File: src/rtl/wb_queue_pkg.sv
// Shared CPU types and constants for the writeback queue and its forwarding search.
package wb_queue_pkg;

  localparam int REG_ADDR_W = 5;
  localparam int XLEN       = 32;
  localparam logic [REG_ADDR_W-1:0] REG_ZERO = 5'd0;

  typedef struct packed {
    logic [REG_ADDR_W-1:0] dst;
    logic [XLEN-1:0]       data;
  } wb_entry_t;

endpackage

File: src/rtl/wb_queue_fwd_match.sv
// Forwarding lookup over age-ordered queue entries (index 0 oldest); the youngest match wins.
module wb_fwd_match
  import wb_queue_pkg::*;
#(
  parameter int DEPTH = 4
) (
  input  wb_entry_t             entries_i [DEPTH],
  input  logic [DEPTH-1:0]      valid_i,
  input  logic [REG_ADDR_W-1:0] reg_i,
  output logic                  hit_o,
  output logic [XLEN-1:0]       val_o
);

  // Ascending scan so a younger match overwrites an older one.
  always_comb begin
    hit_o = 1'b0;
    val_o = '0;
    for (int i = 0; i < DEPTH; i++) begin
      if (valid_i[i] && (reg_i != REG_ZERO) && (entries_i[i].dst == reg_i)) begin
        hit_o = 1'b1;
        val_o = entries_i[i].data;
      end
    end
  end

endmodule

File: src/rtl/wb_queue.sv
// Writeback queue merging ALU and load results into one register-file write port.
// Define WB_QUEUE_FWD_EN to enable the forwarding search over queued entries.
module wb_queue
  import wb_queue_pkg::*;
#(
  parameter int DEPTH = 4
) (
  input  logic                  clk,
  input  logic                  rst,
  input  logic                  alu_valid,
  output logic                  alu_ready,
  input  logic [REG_ADDR_W-1:0] alu_dst,
  input  logic [XLEN-1:0]       alu_data,
  input  logic                  mem_valid,
  output logic                  mem_ready,
  input  logic [REG_ADDR_W-1:0] mem_dst,
  input  logic [XLEN-1:0]       mem_data,
  input  logic                  wb_stall,
  output logic                  wr_en,
  output logic [REG_ADDR_W-1:0] wr_reg,
  output logic [XLEN-1:0]       wr_data,
  input  logic [REG_ADDR_W-1:0] fwd_rs,
  input  logic [REG_ADDR_W-1:0] fwd_rt,
  output logic                  fwd_rs_hit,
  output logic                  fwd_rt_hit,
  output logic [XLEN-1:0]       fwd_rs_val,
  output logic [XLEN-1:0]       fwd_rt_val
);

  localparam int PTR_W = $clog2(DEPTH);
  localparam int CNT_W = PTR_W + 1;

  wb_entry_t        entries_q [DEPTH];
  logic [PTR_W-1:0] head_q, head_d, tail_q, tail_d, alu_slot;
  logic [CNT_W-1:0] count_q, count_d, free;
  logic             mem_push, alu_push;
  logic [1:0]       n_push;

  // Space comes from the registered count only; a same-cycle pop never frees a slot.
  assign free      = CNT_W'(DEPTH) - count_q;
  assign mem_ready = !rst && (free >= CNT_W'(1));
  assign alu_ready = !rst && ((free >= CNT_W'(2)) || ((free == CNT_W'(1)) && !mem_valid));

  assign mem_push = mem_valid && mem_ready && (mem_dst != REG_ZERO);
  assign alu_push = alu_valid && alu_ready && (alu_dst != REG_ZERO);
  assign n_push   = {1'b0, mem_push} + {1'b0, alu_push};
  assign alu_slot = tail_q + PTR_W'(mem_push);

  assign wr_en   = !rst && (count_q != '0) && !wb_stall;
  assign wr_reg  = (count_q != '0) ? entries_q[head_q].dst  : '0;
  assign wr_data = (count_q != '0) ? entries_q[head_q].data : '0;

  always_comb begin
    head_d  = head_q + PTR_W'(wr_en);
    tail_d  = tail_q + PTR_W'(n_push);
    count_d = count_q + CNT_W'(n_push) - CNT_W'(wr_en);
  end

  always_ff @(posedge clk) begin
    if (rst) begin
      head_q  <= '0;
      tail_q  <= '0;
      count_q <= '0;
    end else begin
      head_q  <= head_d;
      tail_q  <= tail_d;
      count_q <= count_d;
    end
  end

  // Entry storage is not reset; the count alone decides which slots are live.
  always_ff @(posedge clk) begin
    if (mem_push) entries_q[tail_q]   <= '{dst: mem_dst, data: mem_data};
    if (alu_push) entries_q[alu_slot] <= '{dst: alu_dst, data: alu_data};
  end

`ifdef WB_QUEUE_FWD_EN
  wb_entry_t        age_entries [DEPTH];
  logic [DEPTH-1:0] age_valid;
  logic             rs_hit, rt_hit;
  logic [XLEN-1:0]  rs_val, rt_val;

  always_comb begin
    for (int k = 0; k < DEPTH; k++) begin
      age_entries[k] = entries_q[head_q + PTR_W'(k)];
      age_valid[k]   = CNT_W'(k) < count_q;
    end
  end

  wb_fwd_match #(.DEPTH(DEPTH)) u_fwd_rs (
    .entries_i (age_entries),
    .valid_i   (age_valid),
    .reg_i     (fwd_rs),
    .hit_o     (rs_hit),
    .val_o     (rs_val)
  );

  wb_fwd_match #(.DEPTH(DEPTH)) u_fwd_rt (
    .entries_i (age_entries),
    .valid_i   (age_valid),
    .reg_i     (fwd_rt),
    .hit_o     (rt_hit),
    .val_o     (rt_val)
  );

  assign fwd_rs_hit = !rst && rs_hit;
  assign fwd_rt_hit = !rst && rt_hit;
  assign fwd_rs_val = fwd_rs_hit ? rs_val : '0;
  assign fwd_rt_val = fwd_rt_hit ? rt_val : '0;
`else
  logic unused_fwd;
  assign unused_fwd = ^{fwd_rs, fwd_rt};
  assign fwd_rs_hit = 1'b0;
  assign fwd_rt_hit = 1'b0;
  assign fwd_rs_val = '0;
  assign fwd_rt_val = '0;
`endif

endmodule

File: config.mk
export PLATFORM = sky130hd
export DESIGN_NAME = wb_queue
export DESIGN_NICKNAME = d
export VERILOG_FILES = /design/src/rtl/wb_queue_pkg.sv /design/src/rtl/wb_queue_fwd_match.sv /design/src/rtl/wb_queue.sv
export SDC_FILE = /design/constraint.sdc
export NUM_CORES = 1
export LEC_CHECK = 0
export ABC_AREA = 1
export BUFFER_PORTS_ARGS = -buffer_cell sky130_fd_sc_hd__buf_2
export CAP_MARGIN = 20
export CELL_PAD_IN_SITES_DETAIL_PLACEMENT = 1
export CELL_PAD_IN_SITES_GLOBAL_PLACEMENT = 1
export CORE_UTILIZATION = 35
export CTS_BUF_LIST = sky130_fd_sc_hd__clkbuf_2
export DETAILED_ROUTE_END_ITERATION = 10
export PLACE_DENSITY = 0.76
export SKIP_CTS_REPAIR_TIMING = 1
export SLEW_MARGIN = 25
export SYNTH_ARGS = -nofsm -noshare
export SYNTH_HDL_FRONTEND = slang
export SYNTH_SLANG_ARGS = --single-unit
File: constraint.sdc
create_clock -name clk -period 3.2 [get_ports clk]
set_input_delay 0.64 -clock clk [delete_from_list [all_inputs] [get_ports clk]]
set_output_delay 0.64 -clock clk [all_outputs]
set_load 0.03 [all_outputs]
# == Yosys cells after proc, flatten, opt, wreduce, memory -nomap -nowiden ==
# Memories as Yosys holds them, arrays and structs flattened. A register that Yosys moved wholly into a read port is not among the register bits.
# Cells that the tools add are included.
# totals
regBits,7
latch_bits,0
ram_bits,148
romBits,0
input_bits,89
output_inout_bits,106
word_cells,37
n_memories,1
# memory_table
name,words,width,read_ports,rd_clocked_by_memory_dff,write_ports,line,source
entries_q,4,37,1,1,2,wb_queue.sv:33,wb_entry_t entries_q [DEPTH];
# op_classes
addsub,7
multipliers,0
div_mod_pow,0
n_lt_le_gt_ge,2
eq_ne,1
shift,0
n_mux,7
bitwise_logic,0
reduce_logical,16
# op_table
cell,n
32-bit 2-to-1 mux,1
5-bit nonzero test,2
1-bit logical AND,9
5-bit 2-to-1 mux,1
2-bit by 1-bit adder with 2-bit output,2
1-bit 2-to-1 mux,4
3-bit by 2-bit adder with 3-bit output,1
"3-bit by 1-bit == test with 1-bit output, second input constant",1
"3-bit by 1-bit greater-or-equal comparator with 1-bit output, second input constant",1
"3-bit by 2-bit greater-or-equal comparator with 1-bit output, second input constant",1
1-bit zero test,3
3-bit nonzero test,1
3-bit by 1-bit subtractor with 3-bit output,1
"3-bit subtractor, first input constant",1
1-bit by 1-bit adder with 2-bit output,1
2-bit adder,1
2-bit 2-to-1 mux,1
1-bit logical OR,1

# == Logic depth before layout (Yosys ltp) ==
# Gate-level depths: netlist (run 1).
# depth
depth_word,10
ltp_mapped,19
ltp_nobuf,18

# == Least setup slack after synthesis (run 1) ==
# OpenSTA, ideal clock, no wires.
# synth_path
path_type,register to register
from,reg count_q[0]
to,mem entries_q[2][0] (netlist bit) (enable)
setup_time_ns,0.511
arrival_ns,2.878
required_ns,2.689
slack_ns,-0.189
path_stages_with_launch,13
n_path_buf,1
synth_period_minus_slack_ns,3.389
cell_sequence,dfxtp_1 > inv_1 > ha_1 > ha_1 > nand2_1 > o21ai_0 > nor2_1 > ha_1 > xnor2_1 > nor2_2 > nand3_1 > clkbuf_1 > nand2_1
# synth_lines
item,line,source
"start, declared",wb_queue.sv:35,"logic [CNT_W-1:0] count_q, count_d, free;"
"start signal, assigned",wb_queue.sv:67,count_q <= count_d;
"end, declared",wb_queue.sv:33,

# == Worst setup path after layout (run 1) ==
# layout_path
from,reg count_q[1]
to,reg count_q[2]
# layout_between
elab_chain_len,10
word_cells_on_any_way,18
classes_between,add/sub: 4; order compare: 2; eq/ne: 1; reduce/logical: 11
# layout_rtl
item,line,source
"parallel branches: the longest is 9 deep, another holds 3-bit subtractor",--,
3-bit by 1-bit subtractor with 3-bit output (*),wb_queue.sv:56,count_d = count_q + CNT_W'(n_push) - CNT_W'(wr_en);
# Mark *: on every way between the ends.
# A chain may end at the register's enable or synchronous reset.

==> impl_metrics.json, run 1 <==
{
  "status": "finished, final reports clean",
  "cts-root-buf": "clkbuf_2",
  "critPathMostFrequentCell": "inv_1",
  "ys_top_cells_by_area": "edfxtp_1, nand2_1, nand3_1",
  "nFillCells": 3110,
  "synth_flop_cell": "edfxtp_1",
  "synth.top_cell.area_share": 0.491,
  "antenna_left": 0,
  "synth_seq_area_share": 0.506,
  "crit_slowest_cell": "dfxtp_2",
  "finalSetupViolations": 0,
  "fp.dieArea_mm2": 0.0265,
  "fp-row-count": 58,
  "crit_end": "count_q[2]",
  "yosysTopAreaCell": "edfxtp_1",
  "cts_buffers": 17,
  "start_util": 0.359,
  "vdd_ir_drop_max_mv": 0.395,
  "hold_viol": 0,
  "io_pins": 195,
  "power.share.switching": 0.462,
  "r2r-end": "count_q[2]",
  "grt_max_degree": 89,
  "grt_use_total": 0.220,
  "via_count": 7801,
  "end_kind": "register",
  "hpwl_um": 18400,
  "yosys.cell_types.count": 24,
  "drc_errors": 0,
  "crit_arrival_ns": 3.75,
  "rrSetupSlack_ns": 0.14,
  "pwr-share-comb": 0.481,
  "leakage_nw": 4.46,
  "clkPwrFrac": 0.143,
  "path_buf_inv": 5,
  "final.period_utilization": 0.955,
  "min_path_type": "input pin to register",
  "clkLatencyLatePin_ns": 0.73,
  "die_y_um": 163,
  "async_flop_share": 0,
  "slew_violations": 0,
  "wl_um": 28500,
  "crit_chain": "inv_1 -> ha_1 -> ha_4 -> buf_4 -> nand3b_1 -> nand2_1 -> nand2_2 -> nor2_4 -> ha_4 -> inv_1 -> ha_1 -> inv_1 -> ha_1 -> inv_1 -> fa_2 -> xor2_1 -> or2_2 -> a21oi_2",
  "yosysMostFrequentCell": "nand2_1",
  "register_area_mm2": 0.00459,
  "crit_family": "adder cells",
  "rr_worst_depth": 18,
  "max_freq_mhz": 327,
  "cpPeakStageDelay_ns": 0.40,
  "coreArea_mm2": 0.0253,
  "drtIter0Drc": 377,
  "synth_cells": 1087,
  "critPathLaunchType": "register",
  "die_x_um": 163,
  "synth_area_mm2": 0.00906,
  "viasPerCell": 5.08,
  "crit_type": "register to register",
  "fin_crit_ns": 3.06,
  "path_depth": 18,
  "globalplace.congestion": 0.780,
  "grt_pass1_vias": 7990,
  "htreeDepth": 4,
  "final_nets": 1290,
  "synth-warning-count": 0,
  "finClkSkew_ns": 0.0464,
  "layout-drive-gt1-share": 0.183,
  "p_per_area_mw_per_mm2": 751,
  "cp.required_ns": 3.89,
  "cts.sinks": 155,
  "dp_cells": 1497,
  "antenna_found_initial": 3,
  "grt_pass1_wl_um": 43600,
  "synthTopCellsByCount": "nand2_1, nor2_1, nand3_1",
  "setup_tns_ns": 0,
  "p_switching_mw": 3.51,
  "synth_edf_count": 148,
  "worstReg2RegStart": "count_q[1]",
  "port_buffers": 118,
  "postSynthAreaPerCell_um2": 8.33,
  "timing.hold.ws_ns": 0.187,
  "ys_seq_elements": 155,
  "multiInputGateArea_mm2": 0.00375,
  "firstDrtPassIters": 5,
  "grt.overflow.total": 0,
  "seq_power_share": 0.375,
  "worstMarginPinSlew_ns": 0.891,
  "fin_cells": 1535,
  "area_growth_pct": 11.5,
  "p_int_mw": 4.08,
  "clk_pin_slew_worst_paths_ns": 0.26,
  "critPathMaxFanout": 3,
  "cap_viol_max_count": 0,
  "cts_tree": "yes",
  "clk_path_buf_depth": 2,
  "drt-wirelength-per-cell_um": 18.6,
  "crit_start": "count_q[1]",
  "slew_headroom": 0.405
}
-- worst reg2reg max path, cell delays in order (launching register included) --
cell and delay, ns:
dfxtp_2 0.40, inv_1 0.06, ha_1 0.22, ha_4 0.28, buf_4 0.11, nand3b_1 0.07
nand2_1 0.08, nand2_2 0.06, nor2_4 0.15, ha_4 0.22, inv_1 0.05, ha_1 0.21
inv_1 0.05, ha_1 0.13, inv_1 0.05, fa_2 0.33, xor2_1 0.16, or2_2 0.29
a21oi_2 0.11
-- metrics by stage --
stage                     utilization  cell area (um^2)  power, mW  worst slack [ns]
final                           0.400             10100       7.58             0.143
after global routing            0.400             10100       8.03           -0.0291
after CTS                       0.396             10000       7.54            -0.179
after detailed placement        0.387              9760       6.47           -0.0283
after global placement          0.387              9760       6.36             0.101
after floorplan                     -              9320       5.28            0.0607
-- cells by family (layout without fill, tap and decap cells) --
family,count (synthesis),in the layout,synth area share
other cells,1,69,0.000414
fa+ha+maj,12,12,0.0174
buf+inv,162,212,0.119
xor+xnor,5,5,0.00484
compound gates,116,116,0.0641
simple gates,636,636,0.288
flops,155,155,0.506
-- how the worst min path moves through the flow --
stage	startpoint	endpoint	slack, ns	cells after the start
floorplan	tail_q[1]	tail_q[1]	0.54	2
global placement	count_q[2]	count_q[2]	0.56	3
detailed placement	count_q[2]	count_q[2]	0.58	3
CTS	mem_data[8]	entries_q[2][8]	0.13	3
global route	mem_data[10]	entries_q[1][10]	0.14	3
finish	mem_data[8]	entries_q[2][8]	0.19	3
-- cell usage in the layout (no fill, tap or decap), types with 4 or more instances in the layout --
| cell | n |
|---|---|
| o21ai_0 | 75 |
| edfxtp_1 | 148 |
| nand2_1 | 302 |
| buf_6 | 4 |
| nor2_1 | 160 |
| clkbuf_2 | 17 |
| buf_4 | 29 |
| ha_1 | 9 |
| nor2_4 | 6 |
| buf_12 | 8 |
| nand2_2 | 5 |
| clkinvlp_4 | 4 |
| inv_1 | 18 |
| conb_1 | 66 |
| nand3_2 | 4 |
| buf_2 | 118 |
| nand3_1 | 153 |
| a21oi_1 | 38 |
-- power groups by stage --
stage / clock network, mW / registers (mW) / logic, mW
5_1_grt: 1.18 / 2.88 / 3.97
3_3_place_gp: 0 / 2.89 / 3.48
4_1_cts: 1.11 / 2.86 / 3.58
3_5_place_dp: 0 / 2.91 / 3.57
2_1_floorplan: 0 / 2.86 / 2.41
6_report: 1.09 / 2.85 / 3.65
-- registers in the layout, indices dropped and copies added, names as in the netlist --
signal,count
count_q,3
entries_q,148
tail_q,2
head_q,2
-- cell type report --
type | count | share of cell area
timing repair buffer | 160 | 0.102
antenna | 3 | 0.000744
clock buffer | 17 | 0.00843
sequential | 155 | 0.455
inverter | 20 | 0.00744
tap | 330 | 0.0409
clock inverter | 15 | 0.0146
multi-input combinational | 835 | 0.371
-- routing by layer --
| metal | global-route usage | vias to the layer above | share of wire |
|---|---|---|---|
| li1 | - | 3693 | - |
| met1 | 0.268 | 3790 | 0.42 |
| met2 | 0.392 | 266 | 0.51 |
| met3 | 0.0351 | 52 | 0.052 |
| met4 | 0.0769 | 0 | 0.021 |
| met5 | 0 | - | 0 |
Note: power is estimated with default switching activity, not from simulation.
==> inputs of run 2 (changes only) <==
- CORE_MARGIN: not set -> 4
- PLACE_DENSITY: 0.76 -> 0.73
- clock period: 3.2 -> 2.9 ns (I/O delays scaled with it)
==> impl_metrics.json, run 2 (synthesized netlist as in run 1, its figures left out) <==
{
  "status": "complete, but fails checks",
  "violations": "negative setup slack",
  "clk_path_buf_depth": 2,
  "cpPeakStageDelay_ns": 0.40,
  "firstDrtPassIters": 5,
  "setup_tns_ns": -0.0171,
  "grt.overflow.total": 0,
  "start_util": 0.358,
  "clkLatencyLatePin_ns": 0.74,
  "cts-root-buf": "clkbuf_2",
  "leakage_nw": 4.62,
  "wl_um": 30600,
  "end_kind": "register",
  "fin_crit_ns": 2.92,
  "die_x_um": 169,
  "grt_use_total": 0.208,
  "port_buffers": 118,
  "critPathMaxFanout": 3,
  "dpl_cell_area_mm2": 0.00996,
  "layout-drive-gt1-share": 0.223,
  "hold_viol": 0,
  "final_common_cell": "nand2_1",
  "crit_family": "adder cells",
  "grt_max_degree": 105,
  "p_int_mw": 4.84,
  "finClkSkew_ns": 0.0363,
  "drtIter0Drc": 600,
  "p_per_area_mw_per_mm2": 846,
  "p_switching_mw": 4.17,
  "crit_chain": "inv_1 -> ha_4 -> ha_4 -> nand2_4 -> nor2_2 -> nand2_1 -> nand2_2 -> nor2_4 -> ha_4 -> inv_2 -> ha_4 -> inv_4 -> ha_4 -> inv_2 -> fa_2 -> xor2_2 -> or2_4 -> a21oi_2",
  "dp_slack_ns": -0.220,
  "min_path_type": "input pin to register",
  "clk_pin_slew_worst_paths_ns": 0.26,
  "fp.dieArea_mm2": 0.0285,
  "cp.required_ns": 3.60,
  "globalplace.congestion": 0.766,
  "cts.sinks": 155,
  "crit_arrival_ns": 3.62,
  "seq_power_share": 0.351,
  "area_growth_pct": 17.6,
  "cts_tree": "yes",
  "worstMarginPinSlew_ns": 0.630,
  "postLayoutCellArea_mm2": 0.0106,
  "vdd_ir_drop_max_mv": 0.465,
  "power.share.switching": 0.463,
  "slew_headroom": 0.580,
  "antenna_left": 0,
  "die_y_um": 169,
  "grt_pass1_wl_um": 46100,
  "crit_slowest_cell": "dfxtp_2",
  "io_pins": 195,
  "largest_registers": "entries_q (148), count_q (3)",
  "final.period_utilization": 1.01,
  "crit_type": "register to register",
  "htreeDepth": 4,
  "final_nets": 1310,
  "viasPerCell": 5.19,
  "grt_pass1_vias": 8253,
  "fin_ws_ns": -0.0171,
  "via_count": 8071,
  "top_register": "entries_q",
  "critPathLaunchType": "register",
  "largest_register_ff_count": 148,
  "nFillCells": 3093,
  "rsz0062_at_grt": "yes",
  "hpwl_um": 19400,
  "antenna_found_initial": 2,
  "drc_errors": 0,
  "finalSetupViolations": 1,
  "clkPwrFrac": 0.141,
  "max_freq_mhz": 343,
  "coreArea_mm2": 0.0253,
  "drt-wirelength-per-cell_um": 19.7,
  "critPathMostFrequentCell": "ha_4",
  "slew_violations": 0,
  "post-route-util": 0.420,
  "cts_buffers": 17,
  "path_buf_inv": 4,
  "pwr-share-comb": 0.508,
  "fp-row-count": 58,
  "cap_viol_max_count": 0,
  "layout_common_cells": "nand2_1, nor2_1, nand3_1"
}
[run 2: cell types whose count changed in the layout (fill, tap and decap cells not counted), sizes merged]
cell and change:
buf +13, clkbuf +7, clkinv -3, clkinvlp +1
inv +2
[run 2: final cells by class]
cell class              instances  area (um^2)  share of cell area
multi-input cells             835         3930               0.369
clock buffers                  17         85.1             0.00799
clock inverters                15          165              0.0155
flip-flops and latches        155         4590               0.431
inverters                      20         87.6             0.00823
diodes                          3         7.51            0.000705
well taps                     330          413              0.0388
repair buffers                180         1370               0.129
[run 2: worst min-delay path: stages]
cell	delay, ns
buf_2	0.11
nand2_1	0.05
nand2_1	0.05
[run 2: power by group through the flow]
stage          logic (mW)  registers [mW]  clock network (mW)
3_5_place_dp         4.14            3.20                   0
3_3_place_gp         4.03            3.17                   0
4_1_cts              4.15            3.14                1.29
5_1_grt              4.95            3.20                1.38
2_1_floorplan        2.70            3.16                   0
6_report             4.58            3.16                1.27
[run 2: routing by layer]
layer  global-route usage  wire (um)  vias up
li1                     -          -     3737
met1                0.260      12800     4013
met2                0.371      15500      283
met3               0.0332       1770       38
met4               0.0625        551        0
met5                    0          0        -
[run 2: final timing paths]
path | startpoint | end | slack [ns] | cells after the start
setup reg to reg | count_q[0] | count_q[2] | -0.02 | 18
hold / removal | mem_data[15] | entries_q[0][15] | 0.13 | 3
hold reg to reg | tail_q[1] | tail_q[1] | 0.68 | 2
setup / recovery | count_q[0] | count_q[2] | -0.02 | 18
[run 2: stage by stage]
stage	hold slack (ns)	total power, mW	instances
global route	0.0407	9.53	1554
global placement	0.566	7.20	1512
CTS	0.0733	8.58	1544
detailed placement	0.620	7.34	1512
finish	0.129	9.01	1555
floorplan	0.539	5.87	1152
==> inputs of run 3 (changes only) <==
- CORE_MARGIN: 4 -> 2
==> impl_metrics.json, run 3 (synthesized netlist as in run 1, its figures left out) <==
{
  "crit_arrival_ns": 3.72,
  "viasPerCell": 5.08,
  "cts-root-buf": "clkbuf_2",
  "final_nets": 1324,
  "dp_slack_ns": -0.203,
  "worstMarginPinSlew_ns": 0.584,
  "firstDrtPassIters": 5,
  "cts.sinks": 155,
  "antenna_left": 0,
  "multiInputGateArea_mm2": 0.00396,
  "fin_crit_ns": 3.01,
  "clkLatencyLatePin_ns": 0.77,
  "cts_buffers": 17,
  "nFillCells": 3025,
  "status": "complete, but fails checks",
  "slew_violations": 0,
  "via_count": 7970,
  "fp.dieArea_mm2": 0.0272,
  "cp.required_ns": 3.61,
  "top_register": "entries_q",
  "largest_registers": "entries_q (148), count_q (3)",
  "io_pins": 195,
  "dp_cells": 1521,
  "final_common_cell": "nand2_1",
  "post-route-util": 0.425,
  "final.period_utilization": 1.04,
  "wl_um": 29400,
  "fin_ws_ns": -0.110,
  "hold_viol": 0,
  "grt_use_total": 0.217,
  "start_util": 0.358,
  "max_freq_mhz": 332,
  "die_x_um": 165,
  "end_kind": "register",
  "grt_max_degree": 90,
  "grt_pass1_vias": 7989,
  "layout_common_cells": "nand2_1, nor2_1, nand3_1",
  "htreeDepth": 4,
  "antenna_found_initial": 3,
  "area_growth_pct": 18.9,
  "largest_register_ff_count": 148,
  "crit_type": "register to register",
  "finClkSkew_ns": 0.0250,
  "globalplace.congestion": 0.757,
  "fin_total_pwr_mw": 9.01,
  "slew_headroom": 0.611,
  "critPathMaxFanout": 3,
  "port_buffers": 118,
  "leakage_nw": 4.71,
  "register_area_mm2": 0.00459,
  "min_path_type": "input pin to register",
  "clk_pin_slew_worst_paths_ns": 0.26,
  "clk_path_buf_depth": 2,
  "rsz0062_at_grt": "yes",
  "fp-row-count": 58,
  "vdd_ir_drop_max_mv": 0.384,
  "hpwl_um": 18600,
  "finalSetupViolations": 1,
  "violations": "negative setup slack",
  "drt-wirelength-per-cell_um": 18.7,
  "grt.overflow.total": 0,
  "grt_pass1_wl_um": 44200,
  "critPathLaunchType": "register",
  "fin_cells": 1569,
  "layout-drive-gt1-share": 0.231,
  "drtIter0Drc": 435,
  "die_y_um": 165,
  "p_per_area_mw_per_mm2": 837,
  "timing.hold.ws_ns": 0.0970,
  "coreArea_mm2": 0.0253,
  "cts_tree": "yes",
  "drc_errors": 0,
  "cap_viol_max_count": 0
}
## run 3: per-layer routing
layer	track usage	vias to the layer above	wire, um
met2	0.390	254	15000
met4	0.0573	0	359
met1	0.270	3913	12500
met5	0	-	0
li1	-	3770	-
met3	0.0342	33	1550
## run 3: worst paths after layout
| path | end | depth (start not counted) | start | slack, ns |
|---|---|---|---|---|
| worst max register to register | count_q[2] | 18 | count_q[1] | -0.11 |
| worst min-delay path | entries_q[0][26] | 3 | mem_data[26] | 0.1 |
| worst max-delay path | count_q[2] | 18 | count_q[1] | -0.11 |
| worst min register to register | count_q[2] | 3 | count_q[2] | 0.66 |
## run 3: final cells by class
type,instances,share of cell area
Sequential cell,155,0.426
Clock inverter,15,0.0153
Tap cell,330,0.0383
Clock buffer,17,0.00790
Multi-Input combinational cell,835,0.368
Timing Repair Buffer,194,0.136
Antenna cell,3,0.000697
Inverter,20,0.00744
## run 3: critical path, stage by stage, from the launching register on
cell     delay, ns
dfxtp_2       0.41
inv_2         0.06
ha_4          0.16
ha_4          0.27
nand2_2       0.07
nor2_1        0.12
nand2_1       0.08
nand2_2       0.09
nor2_4        0.04
ha_4          0.27
inv_2         0.04
ha_4          0.21
inv_4         0.05
ha_4          0.12
inv_2         0.03
fa_2          0.39
xor2_2        0.16
or2_4         0.26
a21oi_2       0.12
## run 3: stage by stage
step,cell area (um^2),TNS (ns)
2_1_floorplan,9370,-0.0158
3_3_place_gp,10000,-4.83
5_1_grt,10800,-0.622
3_5_place_dp,10000,-17.44
6_report,10800,-0.110
4_1_cts,10300,-42.79
## run 3: report_power, final
| group | total, mW | internal [mW] | switching (mW) |
|---|---|---|---|
| Sequential | 3.15 | 3.02 | 0.133 |
| Combinational | 4.60 | 1.45 | 3.15 |
| Clock | 1.26 | 0.413 | 0.845 |
| Total | 9.01 | 4.88 | 4.13 |
